**src/rtl/output_buffer.sv**
```systemverilog
// Byte staging FIFO between packet assembly and serial transmit.
// The head entry is shown first-word-fall-through; the flags are decoded from the registered occupancy.
module output_buffer #(
  parameter int WIDTH       = 8,
  parameter int DEPTH       = 64,
  parameter int READY_LEVEL = 8
) (
  input  logic             clk,
  input  logic             rst,
  input  logic             w_enable,
  input  logic [WIDTH-1:0] w_data,
  input  logic             r_enable,
  output logic [WIDTH-1:0] r_data,
  output logic             empty,
  output logic             full,
  output logic             ready
);

  localparam int AW = $clog2(DEPTH);
  localparam logic [AW:0] FULL_COUNT  = (AW+1)'(DEPTH);
  localparam logic [AW:0] READY_COUNT = (AW+1)'(READY_LEVEL);

  logic [WIDTH-1:0] mem [DEPTH];
  logic [AW-1:0]    wptr;
  logic [AW-1:0]    rptr;
  logic [AW:0]      count;

  logic rd_ok;
  logic wr_ok;

  // A write while full still lands when a read frees the head slot in the same cycle.
  assign rd_ok = r_enable && (count != '0);
  assign wr_ok = w_enable && ((count != FULL_COUNT) || rd_ok);

  always_ff @(posedge clk) begin
    if (wr_ok) begin
      mem[wptr] <= w_data;
    end
  end

  always_ff @(posedge clk or posedge rst) begin
    if (rst) begin
      wptr  <= '0;
      rptr  <= '0;
      count <= '0;
    end else begin
      if (wr_ok) begin
        wptr <= wptr + 1'b1;
      end
      if (rd_ok) begin
        rptr <= rptr + 1'b1;
      end
      if (wr_ok && !rd_ok) begin
        count <= count + 1'b1;
      end else if (rd_ok && !wr_ok) begin
        count <= count - 1'b1;
      end
    end
  end

  assign empty  = (count == '0);
  assign full   = (count == FULL_COUNT);
  assign ready  = (count >= READY_COUNT);
  assign r_data = empty ? '0 : mem[rptr];

endmodule

```
**config.mk**
```make
export PLATFORM = sky130hd
export DESIGN_NAME = output_buffer
export DESIGN_NICKNAME = d
export VERILOG_FILES = /design/src/rtl/output_buffer.sv
export SDC_FILE = /design/constraint.sdc
export NUM_CORES = 1
export LEC_CHECK = 0
export BUFFER_PORTS_ARGS = -buffer_cell sky130_fd_sc_hd__buf_2
export CAP_MARGIN = 10
export CORE_ASPECT_RATIO = 1.1
export CORE_UTILIZATION = 35
export CTS_CLUSTER_DIAMETER = 120
export DETAILED_ROUTE_END_ITERATION = 8
export GPL_TIMING_DRIVEN = 0
export PLACE_DENSITY = 0.61
export SETUP_SLACK_MARGIN = 0.5
export SYNTH_ARGS = -nofsm -noshare
export SYNTH_HDL_FRONTEND = slang
export SYNTH_SLANG_ARGS = --single-unit
export TNS_END_PERCENT = 30
```
**constraint.sdc**
```tcl
create_clock -name clk -period 4.49 [get_ports clk]
set_input_delay 0.6735 -clock clk [delete_from_list [all_inputs] [get_ports clk]]
set_output_delay 0.6735 -clock clk [all_outputs]
set_load 0.01 [all_outputs]
```
==> flow_metrics.tcl, run 1 <==
set metrics [dict create \
    status "finished clean" \
    wirelength_um 50250 \
    rrSetupSlack_ns 0.98 \
    dp_slack_ns 0.9821 \
    cp-end-kind "primary output" \
    drt_iter0_drc 1140 \
    grt_max_degree 65 \
    rsz0062_at_grt "yes" \
    synth-seq-cells 531 \
    finalSetupViolCount 0 \
    cp_data_arrival_time_ns 3.31 \
    hold_class "primary input to asynchronous set/reset pin" \
    yosys.area.top_type "edfxtp_1" \
    cts_hold_buf 0 \
    setup_slack_ns 0.5068 \
    register_area_um2 15850 \
    core-area_um2 58880 \
    syn_nets 1086 \
    vias 10630 \
    tns_ns 0 \
    r2r_start "count[0]$_DFFE_PP0P_" \
    yosysSeqAreaShare 0.7572 \
    cts_setup_buffers 0 \
    grt_pass1_wl_um 73060 \
    p_leak_nw 7.535 \
    cts_tree "built" \
    clk_pin_slew_ns 0.06 \
    fp.dieW_um 235.2 \
    tightest_slew_ns 1.261 \
    cts_buffers 52 \
    p_sw_mw 4.781 \
    fin_nets 1167 \
    cts_resized 5 \
    vias_per_cell 5.470 \
    grt.overflow.total 0 \
    drv_cap 0 \
    synth_cells 1064 \
    syn_area_um2 20930 \
    crit_path_top_delay_cell "buf_1" \
    final_util 0.4022 \
    p_int_mw 9.793 \
    antenna_cells 0 \
    maxSlewViolCount 0 \
    rr_endpoint "count[6]$_DFFE_PP0P_" \
    clk-insertion-delay-late_ns 0.60 \
    crit_family "buffers and inverters" \
    synthFlopType "edfxtp_1" \
    ys_types 51 \
    crit_fanout 10 \
    drt-pass1-iter-count 5 \
    p_seq_frac 0.398 \
    switching_share 0.3280 \
    critPathMaxStageDelay_ns 0.63 \
    clock_power_share 0.282 \
    hold_violations 0 \
    total_power_mw 14.57 \
    cp_num_buf_inv 3 \
    synth_most_common_cell "edfxtp_1" \
    cts.sinks 531 \
    relSlewSlack 0.1593 \
    clock-root-buffer "clkbuf_16" \
    grt_pass1_vias 10830 \
    die_area_um2 60790 \
    synth_edf_count 512 \
    cts.path.max_buffers 3 \
    worstSetupPathType "register to primary output" \
    yosys-top-cells-count "512 x edfxtp_1, 96 x mux4_2, 71 x nor2_1" \
    areaGrowthSynthToFinish_pct 13.13 \
    drive_gt1_frac 0.2113 \
    grtUsageTotal 0.1664 \
    syn_area_per_cell_um2 19.67 \
    drc 0 \
    synth.area.top_cells "edfxtp_1 73%, mux4_2 10%, mux2i_1 3.1%" \
    fillCellCount 5251 \
    ys_async_sr_fraction 0.03578 \
    antenna_found_initial 0 \
    synth_warnings 0 \
    rows 93 \
    path_cells "buf_2, buf_1, mux4_2, a22oi_1, a21oi_1, a22o_1, buf_2" \
    dpl.hpwl_um 31330 \
    required_ns 3.82 \
    skew_ns 0.01467 \
    portBuffers 22 \
    comb_power_share 0.320 \
    peakVddDrop_uv 421.3 \
    start_kind "register" \
    htree_levels 2 \
    max_freq_mhz 251.1 \
    io_pins 23 \
    r2r_cells 13 \
    cp_common_cell "buf_2" \
    powerDensity_nw_per_um2 615.4 \
    gp_congestion 0.8351 \
    start_util 0.3555 \
    die_h_um 258.5 \
    yosysTopAreaCellShare 0.7344 \
    routedWlPerCell_um 25.86 \
    fin_crit_sh 0.8871 \
    period_needed_ns 3.983 \
    ant_nets 0 \
    multi_input_area_um2 4718 \
]
sequential cells by signal, summed over array words and instances, names as in the netlist:
register  cells
wptr          6
count         7
mem         512
rptr          6
layout by cell type (no fill, tap or decap), types with 7 or more instances in the layout:
master	netlist	layout
edfxtp_1	512	512
mux4_2	96	96
nor2_1	71	71
mux2i_1	64	64
clkbuf_16	0	53
buf_2	15	39
a21oi_1	34	34
a22oi_1	33	33
nand2_1	30	30
clkbuf_1	19	24
dfrtp_1	19	19
o22ai_1	16	16
a211oi_1	16	16
o221ai_1	16	16
clkinv_1	0	15
xnor2_1	13	13
buf_4	10	10
ha_1	9	9
buf_6	8	8
a22o_1	8	8
clkinv_2	0	8
o21ai_0	7	7
cell families after synthesis:
kind of cell / after synthesis / share of synthesized area
buf+inv: 67 / 0.01769
flops: 531 / 0.7572
fa+ha+maj: 10 / 0.006336
mux: 162 / 0.1350
compound gates: 135 / 0.04411
xor+xnor: 14 / 0.005858
simple gates: 145 / 0.03389
power groups by stage:
stage	sequential, mW	clock (mW)	combinational, mW
finish	5.80	4.11	4.67
global route	5.82	4.35	4.90
CTS	5.80	4.18	4.64
detailed placement	5.91	0	4.63
global placement	5.89	0	4.59
floorplan	5.87	0	2.96
through the flow:
stage / hold WS [ns] / std cells / cell area (um^2)
2_1_floorplan: 0.4581 / 1064 / 20930
6_report: 0.2600 / 1943 / 23680
3_3_place_gp: 0.4793 / 1846 / 21990
3_5_place_dp: 0.4872 / 1846 / 21990
5_1_grt: 0.3008 / 1943 / 23680
4_1_cts: 0.2554 / 1938 / 23580
layout make-up:
cell class              count  area share
plain buffers              61     0.01501
clock buffers              63     0.05759
clock inverters            29    0.008876
inverters                   6   0.0009510
multi-input cells         466      0.1992
flip-flops and latches    531      0.6693
well taps                 760     0.04015
repair buffers             27    0.008876
worst max path at each step:
stage                               startpoint  depth (start not counted)              endpoint
after floorplan           count[0]$_DFFE_PP0P_                         13  count[6]$_DFFE_PP0P_
after global placement    count[0]$_DFFE_PP0P_                         13  count[6]$_DFFE_PP0P_
after detailed placement  count[0]$_DFFE_PP0P_                         13  count[6]$_DFFE_PP0P_
after CTS                  rptr[3]$_DFFE_PP0N_                          8             r_data[6]
after global routing       rptr[1]$_DFFE_PP0N_                          7             r_data[1]
final                      rptr[1]$_DFFE_PP0N_                          7             r_data[1]
metal layers:
layer | global-route usage | part of all wire | vias to the layer above
li1 | - | - | 4510
met1 | 0.2245 | 0.42 | 5637
met2 | 0.2733 | 0.49 | 396
met3 | 0.02450 | 0.062 | 86
met4 | 0.06451 | 0.033 | 0
met5 | 0 | 0 | -
Note: power is estimated with default switching activity, not from simulation.
==> run 2, diff against run 1 <==
Settings changed: BUFFER_PORTS_ARGS -buffer_cell sky130_fd_sc_hd__buf_2 to -buffer_cell sky130_fd_sc_hd__clkbuf_2.
==> run 2 against run 1 <==
Against the previous run: combinational power is essentially flat; first-iteration DRC count is essentially flat; clock-buffer cell count is 8 higher; clock power shrank 3%; critical path type unchanged; largest power group unchanged; highest routed layer unchanged.
==> flow_metrics.tcl, run 2 (same netlist as run 1, synthesis figures left out) <==
set metrics [dict create \
    vias 10620 \
    drv_cap 0 \
    clk-insertion-delay-late_ns 0.59 \
    top_register "mem" \
    grt_pass1_wl_um 73710 \
    drt-pass1-iter-count 5 \
    gp_congestion 0.8664 \
    placedCellCount 1852 \
    peakVddDrop_uv 451.4 \
    ant_nets 0 \
    period_needed_ns 3.989 \
    largest_register_ff_count 512 \
    rsz0062_at_grt "yes" \
    powerDensity_nw_per_um2 610.0 \
    critPathMaxStageDelay_ns 0.70 \
    drt_iter0_drc 1139 \
    start_util 0.3555 \
    endpoint "r_data[6]" \
    io_pins 23 \
    hold_violations 0 \
    relSlewSlack 0.3823 \
    setup_slack_ns 0.5009 \
    areaGrowthSynthToFinish_pct 13.19 \
    drive_gt1_frac 0.2084 \
    rrSetupSlack_ns 0.89 \
    cts_buffers 52 \
    most-common-layout-cells "512 x edfxtp_1, 96 x mux4_2, 70 x nor2_1" \
    required_ns 3.82 \
    critPathLaunch "rptr[1]$_DFFE_PP0N_" \
    drc 0 \
    cts_setup_buffers 0 \
    fp.dieW_um 235.2 \
    fin_crit_sh 0.8884 \
    cts_tree "built" \
    status "finished clean" \
    p_leak_nw 7.538 \
    dp_slack_ns 0.9350 \
    cp-end-kind "primary output" \
    finalSetupViolCount 0 \
    rows 93 \
    die_h_um 258.5 \
    cts.sinks 531 \
    grt_max_degree 65 \
    maxSlewViolCount 0 \
    crit_path_top_delay_cell "nor2_1" \
    wirelength_um 50310 \
    routedWlPerCell_um 25.80 \
    fillCellCount 5237 \
    htree_levels 2 \
    cts.path.max_buffers 3 \
    placed_cell_area_um2 22120 \
    reg.largest.list "mem: 512 flops, count: 7 flops" \
    path_cells "buf_2, buf_2, nor2_1, buf_2, a22oi_1, a21oi_1, a22o_1, clkbuf_2" \
    portBuffers 22 \
    grtUsageTotal 0.1670 \
    max_freq_mhz 250.7 \
    antenna_found_initial 0 \
    core-area_um2 58880 \
    clk_pin_slew_ns 0.06 \
    worstSetupPathType "register to primary output" \
    stdcell_area_um2 23700 \
    layout.cells.non_filler 1950 \
    register_area_um2 15850 \
    vias_per_cell 5.446 \
    cp_common_cell "buf_2" \
    dpl.hpwl_um 32820 \
    skew_ns 0.01356 \
    clock-root-buffer "clkbuf_16" \
    die_area_um2 60790 \
    start_kind "register" \
    r2r_start "count[0]$_DFFE_PP0P_" \
    antenna_cells 0 \
    hold_class "primary input to asynchronous set/reset pin" \
    grt.overflow.total 0 \
    r2r_cells 13 \
    tightest_slew_ns 0.9266 \
    crit_fanout 10 \
    cp_data_arrival_time_ns 3.32 \
    rr_endpoint "count[6]$_DFFE_PP0P_" \
    fin_nets 1170 \
    tns_ns 0 \
    layout_commonest_cell "edfxtp_1" \
    multi_input_area_um2 4721 \
    grt_pass1_vias 10860 \
]
run 2: changes by cell type in the layout (fill, tap and decap cells not counted), sizes merged:
| cell | change |
|---|---|
| bufinv | -2 |
| clkinv | -1 |
| buf | -20 |
| clkbuf | +31 |
| clkinvlp | -1 |
run 2: worst min path at each step:
stage / startpoint / end / slack, ns / cells past startpoint
6_report: rst / count[6]$_DFFE_PP0P_ / 0.24 / 2
5_1_grt: rst / count[6]$_DFFE_PP0P_ / 0.29 / 2
4_1_cts: rst / count[4]$_DFFE_PP0P_ / 0.23 / 2
3_5_place_dp: rptr[5]$_DFFE_PP0N_ / rptr[5]$_DFFE_PP0N_ / 0.49 / 1
3_3_place_gp: rptr[5]$_DFFE_PP0N_ / rptr[5]$_DFFE_PP0N_ / 0.48 / 1
2_1_floorplan: rptr[5]$_DFFE_PP0N_ / rptr[5]$_DFFE_PP0N_ / 0.46 / 1
run 2: routing by layer:
| metal | global-route usage | vias to the layer above | wire (um) |
|---|---|---|---|
| li1 | - | 4535 | - |
| met1 | 0.2250 | 5575 | 20810 |
| met2 | 0.2739 | 411 | 24430 |
| met3 | 0.02418 | 98 | 3325 |
| met4 | 0.06689 | 0 | 1743 |
| met5 | 0 | - | 0 |
run 2: metrics by stage:
| step | utilization | hold WS (ns) | power [mW] |
|---|---|---|---|
| 6_report | 0.4024 | 0.2385 | 14.45 |
| 5_1_grt | 0.4024 | 0.2895 | 14.96 |
| 4_1_cts | 0.4016 | 0.2340 | 14.51 |
| 3_5_place_dp | 0.3756 | 0.4853 | 10.55 |
| 3_3_place_gp | 0.3736 | 0.4793 | 10.49 |
| 2_1_floorplan | - | 0.4581 | 8.834 |
run 2: power by group:
part | switching (mW) | internal (mW)
Combinational | 2.88 | 1.79
Sequential | 0.111 | 5.69
Clock | 1.77 | 2.22
run 2: layout make-up:
cell class | instances | area share
Timing Repair Buffer | 30 | 0.01141
Clock buffer | 71 | 0.05882
Buffer | 61 | 0.01494
Tap cell | 760 | 0.04013
Multi-Input combinational cell | 466 | 0.1992
Clock inverter | 25 | 0.005597
Sequential cell | 531 | 0.6689
Inverter | 6 | 0.0009505
run 2: worst max-delay path: cells and delay by family, from the launching register on:
| family | cells | cell delay (ns) |
|---|---|---|
| flops | 1 | 0.39 |
| simple gates | 1 | 0.70 |
| compound gates | 3 | 0.69 |
| buf+inv | 4 | 0.94 |
run 2: repair_timing:
item                       4_1_cts  5_1_grt
hold buffers                     0        0
setup endpoints to repair        6        8
gates resized for setup          3        6
